$ cat src/rtl/bird_if.sv
// bird_if: game-state/tick/flap inputs and bird position outputs of the bird physics unit
interface bird_if;
    logic [1:0] state_i;
    logic       frame_tick_i;
    logic       flap_i;
    logic [9:0] bird_y_o;
    logic [4:0] bird_vel_o;
    logic       failed_o;
    modport master (output state_i, frame_tick_i, flap_i, input bird_y_o, bird_vel_o, failed_o);
    modport slave (input state_i, frame_tick_i, flap_i, output bird_y_o, bird_vel_o, failed_o);
endinterface

$ cat src/rtl/bird_physics.sv
// bird_physics: per-frame gravity, flap and ground/ceiling handling for the bird
module bird_physics #(
    parameter int Y_INIT   = 240,
    parameter int Y_GROUND = 464,
    parameter int GRAVITY  = 1,
    parameter int FLAP_VEL = -8,
    parameter int V_MAX    = 8
) (
    input  logic   clk,
    input  logic   rst,
    bird_if.slave  bus
);
    localparam logic [1:0]         ST_RUN = 2'd1;
    localparam logic [1:0]         ST_FAIL = 2'd2;
    localparam logic signed [11:0] GR = 12'(GRAVITY);
    localparam logic signed [11:0] FV = 12'(FLAP_VEL);
    localparam logic signed [11:0] VM = 12'(V_MAX);
    localparam logic signed [11:0] YG = 12'(Y_GROUND);

    logic [9:0]         y_q, y_d;
    logic [4:0]         vel_q, vel_d;
    logic               fail_q, fail_d;
    logic               pend_q, pend_d;
    logic               flap_prev_q;
    logic               rise;
    logic signed [11:0] vel_ext, grav, vel_new, sum;

    assign rise    = bus.flap_i & ~flap_prev_q;
    assign vel_ext = {{7{vel_q[4]}}, vel_q};
    assign grav    = vel_ext + GR;
    assign vel_new = (pend_q | rise) ? FV : (grav > VM ? VM : grav);
    assign sum     = $signed({2'b00, y_q}) + vel_new;

    // next-state: INIT/3 forces the start position, FAILED freezes, RUNNING steps on frame ticks
    always_comb begin
        y_d    = y_q;
        vel_d  = vel_q;
        fail_d = fail_q;
        pend_d = pend_q;
        if (bus.state_i == ST_RUN) begin
            if (bus.frame_tick_i) begin
                pend_d = 1'b0;
                if (!fail_q) begin
                    if (sum < 0) begin
                        y_d   = '0;
                        vel_d = '0;
                    end else if (sum >= YG) begin
                        y_d    = 10'(Y_GROUND);
                        vel_d  = '0;
                        fail_d = 1'b1;
                    end else begin
                        y_d   = sum[9:0];
                        vel_d = vel_new[4:0];
                    end
                end
            end else begin
                pend_d = pend_q | rise;
            end
        end else if (bus.state_i == ST_FAIL) begin
            pend_d = 1'b0;
        end else begin
            y_d    = 10'(Y_INIT);
            vel_d  = '0;
            fail_d = 1'b0;
            pend_d = 1'b0;
        end
    end

    // state registers and flap edge history
    always_ff @(posedge clk) begin
        if (rst) begin
            y_q         <= 10'(Y_INIT);
            vel_q       <= '0;
            fail_q      <= 1'b0;
            pend_q      <= 1'b0;
            flap_prev_q <= 1'b0;
        end else begin
            y_q         <= y_d;
            vel_q       <= vel_d;
            fail_q      <= fail_d;
            pend_q      <= pend_d;
            flap_prev_q <= bus.flap_i;
        end
    end

    assign bus.bird_y_o   = y_q;
    assign bus.bird_vel_o = vel_q;
    assign bus.failed_o   = fail_q;
endmodule

$ cat src/flat_wrapper.sv
// flat-port wrapper written by rule: the top's interface ports become plain ports
module bird_physics_flat 
#(
    parameter int Y_INIT   = 240,
    parameter int Y_GROUND = 464,
    parameter int GRAVITY  = 1,
    parameter int FLAP_VEL = -8,
    parameter int V_MAX    = 8
)
  (clk, rst, bus_state_i, bus_frame_tick_i, bus_flap_i, bus_bird_y_o, bus_bird_vel_o, bus_failed_o);
  bird_if bus_i ();
  input  logic clk;
  input  logic rst;
  input wire logic [$bits(bus_i.state_i)-1:0] bus_state_i;
  input wire logic [$bits(bus_i.frame_tick_i)-1:0] bus_frame_tick_i;
  input wire logic [$bits(bus_i.flap_i)-1:0] bus_flap_i;
  output wire logic [$bits(bus_i.bird_y_o)-1:0] bus_bird_y_o;
  output wire logic [$bits(bus_i.bird_vel_o)-1:0] bus_bird_vel_o;
  output wire logic [$bits(bus_i.failed_o)-1:0] bus_failed_o;
  assign bus_i.state_i = bus_state_i;
  assign bus_i.frame_tick_i = bus_frame_tick_i;
  assign bus_i.flap_i = bus_flap_i;
  assign bus_bird_y_o = bus_i.bird_y_o;
  assign bus_bird_vel_o = bus_i.bird_vel_o;
  assign bus_failed_o = bus_i.failed_o;
  bird_physics #(.Y_INIT(Y_INIT), .Y_GROUND(Y_GROUND), .GRAVITY(GRAVITY), .FLAP_VEL(FLAP_VEL), .V_MAX(V_MAX)) u_core (.clk(clk), .rst(rst), .bus(bus_i));
endmodule
$ cat config.mk
export PLATFORM = sky130hd
export DESIGN_NAME = bird_physics_flat
export DESIGN_NICKNAME = d
export VERILOG_FILES = /design/src/rtl/bird_if.sv /design/src/rtl/bird_physics.sv /design/src/flat_wrapper.sv
export SDC_FILE = /design/constraint.sdc
export NUM_CORES = 1
export LEC_CHECK = 0
export ABC_AREA = 1
export BUFFER_PORTS_ARGS = -buffer_cell sky130_fd_sc_hd__buf_2
export CELL_PAD_IN_SITES_DETAIL_PLACEMENT = 1
export CELL_PAD_IN_SITES_GLOBAL_PLACEMENT = 1
export CORE_UTILIZATION = 40
export DETAILED_ROUTE_END_ITERATION = 8
export PLACE_DENSITY = 0.91
export REMOVE_ABC_BUFFERS = 1
export SLEW_MARGIN = 25
export SYNTH_ARGS = -nofsm -noshare
export SYNTH_HDL_FRONTEND = slang
export SYNTH_SLANG_ARGS = --single-unit
$ cat constraint.sdc
create_clock -name clk -period 3.4 [get_ports clk]
set_input_delay 0.68 -clock clk [delete_from_list [all_inputs] [get_ports clk]]
set_output_delay 0.68 -clock clk [all_outputs]
set_load 0.02 [all_outputs]
==> out/metrics.cfg <==
[run_status]
outcome = finished, violations left
violations = setup timing

[logic_synthesis]
ys_ff_latch = 18
seq_area_frac_synth = 0.219
ys.flop_type = dfxtp_1
async_reset_ff_frac = 0
synth_edf_count = 0
netlist_top_cells_count = nand2_1 (77), inv_1 (31), nand3_1 (19), nor2_1 (19), dfxtp_1 (18)
syn_area_um2 = 1640
yosys_warnings = 0
synth.largest_area_cell = dfxtp_1
yosysMostFrequentCell = nand2_1
synth_area_per_cell_um2 = 6.52
ys_types = 27
netlist_instances = 252
synth.area.top_cells = dfxtp_1 (22%), nand2_1 (18%), ha_1 (8.4%)
synth_top_area_frac = 0.219

[cts]
cts_tree = done
clkSinkCount = 18
cts_root_buf = clkbuf_8
cts_buffers = 3
clkTransAtPathRegs_ns = 0.07
holdBufCountCts = 0
clock_latency_ns = 0.27
cts_max_level = 1
ctsLongestPathBuffers = 2

[global_routing]
grt_pass1_vias = 1821
grt_overflow = 0
grt_pass1_wl_mm = 9.09
antenna_found_initial = 0
grtUsageMet1 = 0.360
grt_use_met2 = 0.472
grt_usage = 0.279
grt.busiest_layer = met2
grt_max_degree = 19
met3_usage = 0.0328

[power]
p_int_uw = 397
p_sw_frac = 0.404
combPwrFrac = 0.385
clockPowerShare = 0.279
p_per_area_nw_per_um2 = 344
power.switching_uw = 269
seqPwrFrac = 0.336
power_leakage_uw = 0.000937
vdd_drop_max_mv = 0.237

[drt]
vias = 1876
drc = 0
ant_nets = 0
post_drt_wl_per_cell_um = 18.5
vias_per_cell = 5.77
first_pass_iters = 4
drt_iter0_drc = 123
routed_wl_mm = 6.00

[setup_path]
crit_required_ns = 3.58
crit_path_start_kind = flop
critPathArrivalTime_ns = 3.59
reg2reg_slack_ns = -0.009
path_class = flop to flop
r2r_cells = 14
endpoint_kind = flop
critPathMaxFanout = 10

[timing]
finalHoldViolCount = 0
fmax_mhz = 293
setup_viol = 2
slew_viol_final = 0
timing.final.ws_setup_ns = -0.00896
fin_crit_sh = 1.00
slew_headroom = 0.690
finClkSkew_ns = 0.00210
min_period_ns = 3.41
setup_tns_ns = -0.0166
worst_pin_slew_ns = 0.464
hold_slack_ns = 0.491

[finish]
layout-drive-gt1-share = 0.271
n_antenna_cell = 0
final_cells = 325
fin_area_um2 = 1930
areaGrowthSynthToFinish_pct = 17.7
fill_cells = 518
fin_nets = 295

[placed_design]
dp_hpwl_mm = 3.97
io_buffers = 21
place.gp.congestion = 0.922
placed_cells = 320
pre_cts_slack_ns = 0.0145
post_dp_cell_area_um2 = 1800

[hold_path]
whs_path_depth = 2
hp-class = flop to flop

[floorplan]
dieArea_um2 = 4370
core_area_um2 = 3800
die_y_um = 66.1
start_util = 0.433
dieWidth_um = 66.1
fp-row-count = 22
ios = 22

[job]
drv_cap = 0

-- sequential cells by signal, indices dropped and copies added (netlist names) --
register	flops
u_core.bus.bird_vel_o	5
u_core.bus.failed_o	1
u_core.bus.bird_y_o	10
u_core.pend_q	1
u_core.flap_prev_q	1
-- per-stage QoR --
stage	power, uW	util
5_1_grt	693	0.509
3_3_place_gp	444	0.474
6_report	666	0.509
3_5_place_dp	454	0.474
4_1_cts	641	0.490
2_1_floorplan	392	-
-- cells by family (layout without fill, tap and decap cells) --
group           count (synthesis)  in the layout  share of synthesized area
fa+ha+maj                      11             11                     0.0837
xor+xnor                        2              2                     0.0107
buf+inv                        36             61                     0.0921
compound gates                 29             29                      0.113
simple gates                  156            156                      0.481
flops                          18             18                      0.219
-- cell usage in the layout (no fill, tap or decap), drive strengths merged --
cell	Yosys	routed
dfxtp	18	18
nand2	90	90
nor4	1	1
nand3b	5	5
or2	1	1
a221oi	2	2
buf	1	25
a21oi	22	22
nand3	28	28
nor3	2	2
inv	32	32
nor3b	1	1
o21bai	2	2
a21o	1	1
nand4	7	7
nor2	21	21
xor2	2	2
ha	11	11
clkbuf	3	4
o21ai	2	2
-- path summary, 6_finish.rpt --
kind / start / end
worst min register to register: u_core.bus.failed_o / u_core.bus.failed_o
worst max register to register: u_core.bus.bird_vel_o[0] / u_core.bus.bird_vel_o[1]
worst min-delay path: u_core.bus.failed_o / u_core.bus.failed_o
worst max-delay path: u_core.bus.bird_vel_o[0] / u_core.bus.bird_vel_o[1]
-- routing by layer --
metal / wire, um / share of wire / up-vias
li1: - / - / 876
met1: 2540 / 0.42 / 906
met2: 2890 / 0.48 / 76
met3: 385 / 0.064 / 18
met4: 183 / 0.030 / 0
met5: 0 / 0 / -
-- power groups by stage --
stage	clock network, uW	logic [uW]	registers, uW
final	186	256	224
after global routing	190	279	224
after CTS	184	233	224
after floorplan	0	156	236
after global placement	0	215	229
after detailed placement	0	225	229
-- layout make-up --
cell class,instances,area (um^2),share of cell area
timing repair buffer,25,135,0.0699
inverter,32,120,0.0621
tap,48,60.1,0.0310
multi-input combinational,198,1200,0.619
clock buffer,4,55.1,0.0285
sequential,18,367,0.190
-- timing repair --
action                                  4_1_cts  5_1_grt
buffers inserted                              0        1
endpoints found under the hold margin         0        0
gates cloned                                  0        0
endpoints found under the setup margin        8       15
resized for setup                             2       16
-- critical path, stage by stage (launching register included) --
cell      delay [ns]
dfxtp_2         0.35
buf_4           0.16
nand4_1         0.18
nand2_2         0.13
o21ai_1         0.33
ha_1            0.37
a21oi_1         0.29
o21ai_0         0.22
a221oi_2        0.29
nand3b_1        0.16
nand2_2         0.19
inv_1           0.15
nor2_8          0.23
nand3b_1        0.12
a21oi_1         0.16
Note: power is estimated with default switching activity, not from simulation.
